==> config.mk <==
export PLATFORM = sky130hd
export DESIGN_NAME = seg_scan_mux
export DESIGN_NICKNAME = d
export VERILOG_FILES = /design/src/rtl/seg_pkg.sv /design/src/rtl/seg_hex_decode.sv /design/src/rtl/seg_scan_mux.sv
export SDC_FILE = /design/constraint.sdc
export NUM_CORES = 1
export LEC_CHECK = 0
export BUFFER_PORTS_ARGS = -buffer_cell sky130_fd_sc_hd__clkbuf_2
export CAP_MARGIN = 20
export CELL_PAD_IN_SITES_DETAIL_PLACEMENT = 0
export CELL_PAD_IN_SITES_GLOBAL_PLACEMENT = 1
export CORE_MARGIN = 2
export CORE_UTILIZATION = 40
export CTS_CLUSTER_DIAMETER = 50
export DETAILED_ROUTE_END_ITERATION = 8
export GPL_ROUTABILITY_DRIVEN = 1
export PLACE_DENSITY = 0.78
export SYNTH_ARGS = -nofsm -noshare
export SYNTH_HDL_FRONTEND = slang
export SYNTH_SLANG_ARGS = --single-unit
==> constraint.sdc <==
create_clock -name clk -period 4.3 [get_ports clk]
set_input_delay 0.43 -clock clk [delete_from_list [all_inputs] [get_ports clk]]
set_output_delay 0.43 -clock clk [all_outputs]
set_load 0.01 [all_outputs]
==> src/rtl/seg_pkg.sv <==
// Shared constants and types for the multiplexed 7-segment display driver.
package seg_pkg;

    // All segments dark (active-low encoding).
    localparam logic [6:0] SEG_OFF = 7'h7F;

    // Active-high {g,f,e,d,c,b,a} patterns; element [n] is the glyph for hex value n.
    localparam logic [15:0][6:0] SEG_LUT = {
        7'h71, 7'h79, 7'h5E, 7'h39,   // F E d C
        7'h7C, 7'h77, 7'h6F, 7'h7F,   // b A 9 8
        7'h07, 7'h7D, 7'h6D, 7'h66,   // 7 6 5 4
        7'h4F, 7'h5B, 7'h06, 7'h3F    // 3 2 1 0
    };

    // Phase within one digit slot.
    typedef enum logic {
        BLANK = 1'b0,
        SHOW  = 1'b1
    } scan_state_e;

endpackage

==> src/rtl/seg_hex_decode.sv <==
// Combinational hex nibble to active-high 7-segment pattern lookup.
module seg_hex_decode
    import seg_pkg::*;
(
    input  logic [3:0] hex,
    output logic [6:0] seg_on
);

    assign seg_on = SEG_LUT[hex];

endmodule

==> src/rtl/seg_scan_mux.sv <==
// Double-buffered, time-multiplexed driver for a common-anode 7-segment display.
// Producers write a shadow frame; it is committed to the active frame only at the
// frame boundary so a digit update never tears mid-scan. Each digit slot starts
// with a dead-time blank to suppress ghosting. All outputs come straight from flops.
module seg_scan_mux
    import seg_pkg::*;
#(
    parameter int NDIG        = 4,
    parameter int REFRESH_DIV = 50000,
    parameter int BLANK_CYC   = 500
) (
    input  logic              clk,
    input  logic              rst_n,
    input  logic              load,
    input  logic [4*NDIG-1:0] digits_in,
    input  logic [NDIG-1:0]   dp_in,
    input  logic [NDIG-1:0]   blank_in,
    output logic [6:0]        seg,
    output logic              dp,
    output logic [NDIG-1:0]   an,
    output logic              frame_done
);

    localparam int SLOT_W = $clog2(REFRESH_DIV);
    localparam int IDX_W  = $clog2(NDIG);

    localparam logic [SLOT_W-1:0] SLOT_LAST = SLOT_W'(REFRESH_DIV - 1);
    localparam logic [IDX_W-1:0]  IDX_LAST  = IDX_W'(NDIG - 1);

    logic [SLOT_W-1:0] slot_cnt, slot_nxt;
    logic [IDX_W-1:0]  idx, idx_nxt;
    logic              slot_wrap;
    logic              commit;

    logic [4*NDIG-1:0] sh_dig, act_dig, act_dig_nxt;
    logic [NDIG-1:0]   sh_dp, act_dp, act_dp_nxt;
    logic [NDIG-1:0]   sh_blank, act_blank, act_blank_nxt;

    logic [3:0]        cur_hex;
    logic [6:0]        cur_seg_on;
    scan_state_e       state_nxt;
    logic [6:0]        seg_nxt;
    logic              dp_nxt;
    logic [NDIG-1:0]   an_nxt;

    // The registered outputs are computed from the *next* counter and frame values,
    // so the output flops line up with slot_cnt/idx on the same cycle rather than
    // trailing them by one.
    assign slot_wrap = (slot_cnt == SLOT_LAST);
    assign commit    = slot_wrap && (idx == IDX_LAST);
    assign slot_nxt  = slot_wrap ? '0 : slot_cnt + 1'b1;
    assign idx_nxt   = !slot_wrap        ? idx :
                       (idx == IDX_LAST) ? '0  : idx + 1'b1;

    // A commit edge samples the shadow as it was before that edge, so a same-cycle
    // load lands in the shadow and waits for the following frame.
    assign act_dig_nxt   = commit ? sh_dig   : act_dig;
    assign act_dp_nxt    = commit ? sh_dp    : act_dp;
    assign act_blank_nxt = commit ? sh_blank : act_blank;

    assign cur_hex = act_dig_nxt[{idx_nxt, 2'b00} +: 4];

    seg_hex_decode u_decode (
        .hex    (cur_hex),
        .seg_on (cur_seg_on)
    );

    // Slot phase and next output levels for the upcoming cycle.
    always_comb begin
        // NOTE: every signal gets a default before any branch so no path leaves it
        // unassigned; otherwise synthesis infers a latch.
        state_nxt = BLANK;
        seg_nxt   = SEG_OFF;
        dp_nxt    = 1'b1;
        an_nxt    = '1;
        if ((int'(slot_nxt) >= BLANK_CYC) && !act_blank_nxt[idx_nxt]) begin
            state_nxt = SHOW;
        end
        if (state_nxt == SHOW) begin
            seg_nxt = ~cur_seg_on;
            dp_nxt  = ~act_dp_nxt[idx_nxt];
            an_nxt  = ~(NDIG'(1) << idx_nxt);
        end
    end

    // Slot and digit scan counters.
    always_ff @(posedge clk or negedge rst_n) begin
        // NOTE: state flops use non-blocking assignments so every flop samples
        // pre-edge values regardless of statement order.
        if (!rst_n) begin
            slot_cnt <= '0;
            idx      <= '0;
        end else begin
            slot_cnt <= slot_nxt;
            idx      <= idx_nxt;
        end
    end

    // Shadow frame: the last load before a commit wins.
    always_ff @(posedge clk or negedge rst_n) begin
        // NOTE: these frame buffers are reset on purpose: a reset must discard any
        // pending frame and display zeros, not leftover data.
        if (!rst_n) begin
            sh_dig   <= '0;
            sh_dp    <= '0;
            sh_blank <= '0;
        end else if (load) begin
            sh_dig   <= digits_in;
            sh_dp    <= dp_in;
            sh_blank <= blank_in;
        end
    end

    // Active frame: updated from the shadow only at the frame boundary.
    always_ff @(posedge clk or negedge rst_n) begin
        if (!rst_n) begin
            act_dig   <= '0;
            act_dp    <= '0;
            act_blank <= '0;
        end else begin
            act_dig   <= act_dig_nxt;
            act_dp    <= act_dp_nxt;
            act_blank <= act_blank_nxt;
        end
    end

    // Output flops; frame_done marks the first cycle of a newly committed frame.
    always_ff @(posedge clk or negedge rst_n) begin
        if (!rst_n) begin
            seg        <= SEG_OFF;
            dp         <= 1'b1;
            an         <= '1;
            frame_done <= 1'b0;
        end else begin
            seg        <= seg_nxt;
            dp         <= dp_nxt;
            an         <= an_nxt;
            frame_done <= commit;
        end
    end

endmodule

After elaboration in Yosys (flattened, before gate mapping)
Memories as Yosys holds them, arrays and structs flattened.
Cells that the tools add are included.
{"block": "totals", "ff_bits": 79, "mem_bits_ro": 112, "inputBits": 27, "out_inout_bits": 13, "mem_count": 1}
{"block": "op_classes", "addsub": 2, "magnitude_cmp": 3, "n_eq_ne": 2, "shift": 2, "mux": 15, "bitwise": 3, "n_reduce_logical": 3}
{"name": "(no name shown)", "depth": 16, "width": 7, "read_ports": 1, "rd_clocked_by_memory_dff": 0, "write_ports": 0, "line": "seg_hex_decode.sv:9", "text": "assign seg_on = SEG_LUT[hex];"}
{"operator": "$mux W16", "n": 2}
{"operator": "$add A16 B1 Y16 const B", "n": 1}
{"operator": "$eq A16 B16 Y1 const B", "n": 1}
{"operator": "$ge A16 B9 Y1 const B", "n": 1}
{"operator": "$shiftx A16 B5 Y4", "n": 1}
{"operator": "$mux W7", "n": 2}
{"operator": "$mux W4", "n": 3}
{"operator": "$not A7 Y7", "n": 1}
{"operator": "$lt A4 B5 Y1 const B", "n": 1}
{"operator": "$bmux W1 S2", "n": 2}
{"operator": "$mux W1", "n": 4}
{"operator": "$mux W2", "n": 2}
{"operator": "$not A4 Y4", "n": 1}
{"operator": "$shl A1 B2 Y4 const A", "n": 1}
{"operator": "$lt A2 B3 Y1 const B", "n": 1}
{"operator": "$add A2 B1 Y2 const B", "n": 1}
{"operator": "$eq A2 B2 Y1 const B", "n": 1}
{"operator": "$logic_and A1 B1 Y1", "n": 2}
{"operator": "$logic_not A1 Y1", "n": 1}
{"operator": "$not A1 Y1", "n": 1}

Longest topological paths before layout
{"block": "logic_depth", "depth_word": 9, "ltp_mapped": 14, "mapped_depth_nobuf": 13}

By module
Synthesis repeated with hierarchy kept, for this count alone.
{"block": "unflattened", "cells_unflattened": 354, "hier_area_um2": 3766.1}
{"module": "seg_scan_mux", "instances": 1, "cells_per_inst": 321, "area_per_inst_um2": 3478.3, "seq_area_each_um2": 1991.9}
{"module": "seg_hex_decode", "instances": 1, "cells_per_inst": 33, "area_per_inst_um2": 287.8, "seq_area_each_um2": 0.0}

Worst setup path before layout
No wires, ideal clock.
{"block": "synth_timing", "path_kind": "flip-flop to flip-flop", "from": "register idx[0]", "to": "register seg[5]", "t_arrival_ns": 2.949, "required_ns": 4.214, "slack_ns": 1.265, "path_stages_with_launch": 14, "n_path_buf": 2, "period_less_slack_ns": 3.035, "path_cell_list": "dfrtp_1 > ha_1 > buf_2 > nor4b_1 > and4_1 > buf_2 > mux2_2 > mux2_2 > mux2i_4 > inv_1 > ha_1 > and2_1 > o21bai_1 > o211ai_2"}
{"block": "synth_via", "elab_cells_between_ends": 17, "cone_classes": "add/sub (1); eq/ne (1); shift (1); mux (9); bitwise (1); reduce/logical (3); memory (1)"}
{"item": "start, declared", "line": "seg_scan_mux.sv:31", "text": "logic [IDX_W-1:0] idx, idx_nxt;"}
{"item": "start signal, assigned", "line": "seg_scan_mux.sv:95", "text": "idx <= idx_nxt;"}
{"item": "$eq A2 B2 Y1", "line": "seg_scan_mux.sv:50", "text": "assign commit = slot_wrap && (idx == IDX_LAST);"}
{"item": "$logic_and A1 B1 Y1", "line": "seg_scan_mux.sv:50"}
{"item": "named net commit", "line": "seg_scan_mux.sv:33", "text": "logic commit;"}
{"item": "$mux W16", "line": "seg_scan_mux.sv:57", "text": "assign act_dig_nxt = commit ? sh_dig : act_dig;"}
{"item": "named net act_dig_nxt[0]", "line": "seg_scan_mux.sv:35", "text": "logic [4*NDIG-1:0] sh_dig, act_dig, act_dig_nxt;"}
{"item": "$shiftx A16 B5 Y4", "line": "seg_scan_mux.sv:61", "text": "assign cur_hex = act_dig_nxt[{idx_nxt, 2'b00} +: 4];"}
{"item": "$mem_v2 Z16 W7"}
{"item": "$mux W7 (implied by the code)", "line": "seg_hex_decode.sv:9"}
{"item": "$not A7 Y7", "line": "seg_scan_mux.sv:80", "text": "seg_nxt = ~cur_seg_on;"}
{"item": "$mux W7", "line": "seg_scan_mux.sv:79", "text": "if (state_nxt == SHOW) begin"}
{"item": "named net seg_nxt[5]", "line": "seg_scan_mux.sv:42", "text": "logic [6:0] seg_nxt;"}
{"item": "end signal, assigned", "line": "seg_scan_mux.sv:135", "text": "seg <= seg_nxt;"}
{"item": "end, declared", "line": "seg_scan_mux.sv:18", "text": "output logic [6:0] seg,"}
The timed path passes the listed nets, and every way through them passes these cells. The select of a mux whose other input is x is not followed.
A chain may end at the register's enable or synchronous reset.

Final worst setup path
{"block": "layout_timing", "from": "register idx[1]", "to": "register seg[0]"}
{"block": "layout_via", "elab_cells_between_ends": 17, "cone_classes": "add/sub (1); eq/ne (1); shift (1); mux (9); bitwise (1); reduce/logical (3); memory (1)"}
{"item": "$eq A2 B2 Y1", "line": "seg_scan_mux.sv:50"}
{"item": "$logic_and A1 B1 Y1", "line": "seg_scan_mux.sv:50"}
{"item": "$mux W16", "line": "seg_scan_mux.sv:57"}
{"item": "named net act_dig_nxt[0]", "line": "seg_scan_mux.sv:35"}
{"item": "$shiftx A16 B5 Y4", "line": "seg_scan_mux.sv:61"}
{"item": "$mem_v2 Z16 W7"}
{"item": "$mux W7 (implied by the code)", "line": "seg_hex_decode.sv:9"}
{"item": "$not A7 Y7", "line": "seg_scan_mux.sv:80"}
{"item": "$mux W7", "line": "seg_scan_mux.sv:79"}
{"item": "named net seg_nxt[0]", "line": "seg_scan_mux.sv:42"}
The timed path passes the listed nets, and every way through them passes these cells. The select of a mux whose other input is x is not followed.

==> summary.txt <==
Timing
  – Max Slew Vio Count: 0
  – Highest clock frequency the design can meet: around 280 MHz
  – Share of the clock period used by the worst path: 83.1%
  – Final number of hold-violating endpoints: 0
  – Worst-margin pin slew: 0.995 ns
  – Clock skew after layout: around 0.012 ns
  – Final worst path period need: 3.58 ns
  – Final number of setup-violating endpoints: 0
  – Setup repair after global routing missed its margin: no
  – Sum of negative setup slack: 0 ns
  – Rel. slew slack: 31.8%
  – Post-route setup slack: 0.725 ns

Worst setup path
  – End point of the critical path: seg[0]$_DFF_PN1_
  – Start-to-end type of the worst setup path: reg -> reg
  – WP data arrival: 3.82 ns
  – Worst reg-to-reg path cell count: 12
  – Required time of the critical path: approximately 4.5 ns
  – Crit path launch: idx[1]$_DFF_PN0_
  – Reg-to-Reg End: seg[0]$_DFF_PN1_
  – Sort of element at the end of the critical path: register
  – Maximum fanout count along the critical path: 10
  – Flop-to-flop setup slack: 0.72 ns
  – Worst reg2reg startpoint: idx[1]$_DFF_PN0_
  – CP Launch Type: register

Synthesis
  – Post-synthesis sequential area ratio: 50.2%
  – Number of enable flip-flop cells after synthesis: 0
  – Mapped Nets: 388
  – Fraction of registers with async set/reset: 100%
  – Seq cells post-synth: 79
  – Number of warnings reported in the yosys synthesis log: 0
  – Synth top area share: 42.3%
  – Number of standard cells after synthesis: 353
  – Synth top cells by count: sky130_fd_sc_hd__dfrtp_1, sky130_fd_sc_hd__nand2_1, sky130_fd_sc_hd__mux2_2
  – Top-count cell post-synth: sky130_fd_sc_hd__dfrtp_1
  – Cell variety after synth: 56
  – Primary flip-flop cell chosen by synthesis mapping: sky130_fd_sc_hd__dfrtp_1
  – Synth area leaders: sky130_fd_sc_hd__dfrtp_1, sky130_fd_sc_hd__mux2_2, sky130_fd_sc_hd__dfstp_2
  – Post-synthesis instance area: between 3000 and 4000 µm²
  – Average instance area after synthesis: 11.2 µm²
  – Biggest area consumer among synthesized cells: sky130_fd_sc_hd__dfrtp_1

Placed design
  – Number of port buffers: 39
  – HPWL after detailed placement: 5260 µm
  – Final weighted congestion in routability-driven placement: 0.824
  – Post-placement setup slack: around 0.7 ns

Power
  – Total chip power: about 0.0014 W
  – Combinational cell fraction of total power: 4.0%
  – Standby leakage power: 2.01 nW
  – Psw: 0.000332 W
  – Power per Cell Area: approximately 320 nW/µm²
  – Internal cell power: 0.00109 W
  – Clock share of power: 41.1%
  – Max rail drop VDD: 0.206 mV
  – Sequential share of power: between 50 and 60%
  – Fraction of power spent switching nets: a little under a quarter

Drt
  – Vias: 2677
  – Sum of routed wire length over all layers: 7570 µm
  – Remaining antenna violation count: 0
  – Number of DRC markers after the initial detailed-route iteration: 76
  – Per-cell via count in the routed design: approximately 5.1
  – Number of iterations in the first detailed-routing pass: 4
  – Count of unresolved DRC violations after routing: 0
  – Wire per inst: 14.4 µm

Global route
  – Number of global-route vias before repair: 2705
  – Wire length of the first global-routing pass: 13400 µm
  – Global route overflow: 0
  – Pin count of the biggest net entering global routing: 80
  – Number of antenna violations at the first check in global routing: 0
  – Combined global-route utilization of all metal layers: 15.3%

Clock network
  – Clock root buffer master: sky130_fd_sc_hd__clkbuf_8
  – H-Tree Depth: 3
  – Post-CTS resize count: 0
  – Hold-fix buffers at CTS: 0
  – Clock tree sinks: around 80
  – Maximum clock insertion buffer count: 2
  – Clock tree from TritonCTS: yes
  – Clock latency at the later pin of the worst-skew pair: 0.35 ns
  – Number of setup buffers added after CTS: 0
  – Post-CTS clock slew at the launch and capture registers of the worst setup and hold paths: 0.09 ns
  – Number of buffers created by CTS: 9

Floorplan
  – Die span in x: roughly 100 µm
  – IO Pins: 40
  – Initial cell density of the core: 40.9%
  – Vert. Die Dim: 104 µm
  – Area of the die: 10700 µm²
  – Core area: 9680 µm²
  – Core Rows: 36

Min path
  – Path type of the worst min-delay path: in -> async

Finish
  – Ant diodes: 0
  – Core Util, Final: 45.9%
  – Layout cells sized above 1: 32.7%
  – Net count, final: 421
  – Synth-to-Final Area Change: 12.0%

Run status
  – Outcome: completed

Flow run
  – Maximum capacitance violations: 0
-- cell families (layout without fill, tap and decap cells) --
kind of cell,count (synthesis),count (layout),share of synthesized area [%]
AND/OR/NAND/NOR,136,136,17.7
flip-flops,79,79,50.2
buffers and inverters,26,64,3.53
AO/OA/AOI/OAI,37,37,7.92
XOR/XNOR,17,17,3.76
multiplexers,50,50,14.3
adder cells (fa/ha/maj),8,8,2.52
-- sequential cells by signal, summed over array words and instances, names as in the netlist, 4 cells and up --
register   count
an             4
act_dig       16
act_blank      4
slot_cnt      16
sh_dig        16
sh_dp          4
seg            7
sh_blank       4
act_dp         4
-- worst min-delay path by stage --
stage,startpoint,endpoint,slack [ns],cells past startpoint
4_1_cts,rst_n,slot_cnt[15]$_DFF_PN0_,0.26,1
2_1_floorplan,rst_n,act_blank[0]$_DFF_PN0_,0.13,0
3_3_place_gp,act_dp[0]$_DFF_PN0_,act_dp[0]$_DFF_PN0_,0.45,2
3_5_place_dp,act_dp[1]$_DFF_PN0_,act_dp[1]$_DFF_PN0_,0.46,2
6_report,rst_n,slot_cnt[9]$_DFF_PN0_,0.22,1
5_1_grt,digits_in[11],sh_dig[11]$_DFFE_PN0P_,0.28,2
-- critical path: stages, from the launching register on --
cell	delay [ns]
sky130_fd_sc_hd__dfrtp_1	0.53
sky130_fd_sc_hd__ha_1	0.43
sky130_fd_sc_hd__nor4b_1	0.24
sky130_fd_sc_hd__and4_1	0.48
sky130_fd_sc_hd__mux2_2	0.40
sky130_fd_sc_hd__mux2_2	0.30
sky130_fd_sc_hd__mux2i_4	0.26
sky130_fd_sc_hd__inv_1	0.12
sky130_fd_sc_hd__ha_1	0.28
sky130_fd_sc_hd__mux2i_1	0.15
sky130_fd_sc_hd__a31oi_1	0.10
sky130_fd_sc_hd__o211ai_1	0.11
sky130_fd_sc_hd__nand2_1	0.08
-- placed cells by master, fill, tap and decap left out, types with 3 or more instances in the layout --
cell type	netlist	routed
sky130_fd_sc_hd__a21oi_1	7	7
sky130_fd_sc_hd__a31oi_1	3	3
sky130_fd_sc_hd__and2_1	6	6
sky130_fd_sc_hd__and4_1	4	4
sky130_fd_sc_hd__clkbuf_2	0	38
sky130_fd_sc_hd__clkbuf_8	0	10
sky130_fd_sc_hd__dfrtp_1	67	67
sky130_fd_sc_hd__dfstp_2	12	12
sky130_fd_sc_hd__ha_1	8	8
sky130_fd_sc_hd__inv_1	5	5
sky130_fd_sc_hd__mux2_2	36	36
sky130_fd_sc_hd__mux2i_1	11	11
sky130_fd_sc_hd__nand2_1	59	59
sky130_fd_sc_hd__nand3_1	15	15
sky130_fd_sc_hd__nand3b_1	4	4
sky130_fd_sc_hd__nand4_1	3	3
sky130_fd_sc_hd__nor2_1	19	19
sky130_fd_sc_hd__nor3_1	8	8
sky130_fd_sc_hd__o211ai_1	3	3
sky130_fd_sc_hd__o211ai_2	3	3
sky130_fd_sc_hd__o21ai_0	5	5
sky130_fd_sc_hd__xnor2_1	11	11
sky130_fd_sc_hd__xor2_1	6	6
-- stage by stage --
step / area, µm² / instances / hold WS [ns]
floorplan: 3970 / 353 / 0.134
global placement: 4230 / 508 / 0.448
detailed placement: 4230 / 508 / 0.455
CTS: 4440 / 524 / 0.256
global route: 4440 / 524 / 0.284
finish: 4440 / 524 / 0.218
-- layout make-up --
type                            count  area, µm²
Fill cell                         913       5240
Sequential cell                    79       1990
Inverter                            8       32.5
Clock buffer                       10        138
Timing Repair Buffer               40        205
Clock inverter                      6       75.1
Multi-Input combinational cell    248       1830
Tap cell                          133        166
-- power groups by stage --
| stage | Clock [W] | Sequential, W | Combinational (W) |
|---|---|---|---|
| after floorplan | 0 | 0.000789 | 0.0000295 |
| after detailed placement | 0 | 0.000794 | 0.0000585 |
| after CTS | 0.000607 | 0.000780 | 0.0000587 |
| after global placement | 0 | 0.000794 | 0.0000572 |
| final | 0.000584 | 0.000780 | 0.0000565 |
| after global routing | 0.000638 | 0.000783 | 0.0000649 |
-- routing by layer --
layer	vias to the layer above	global-route usage (%)	wire length (µm)
met3	6	3.40	222
met4	0	5.12	78
li1	1292	-	-
met5	-	0	0
met1	1334	20.5	3670
met2	45	24.9	3600
Power figures use the tool's default switching activity.
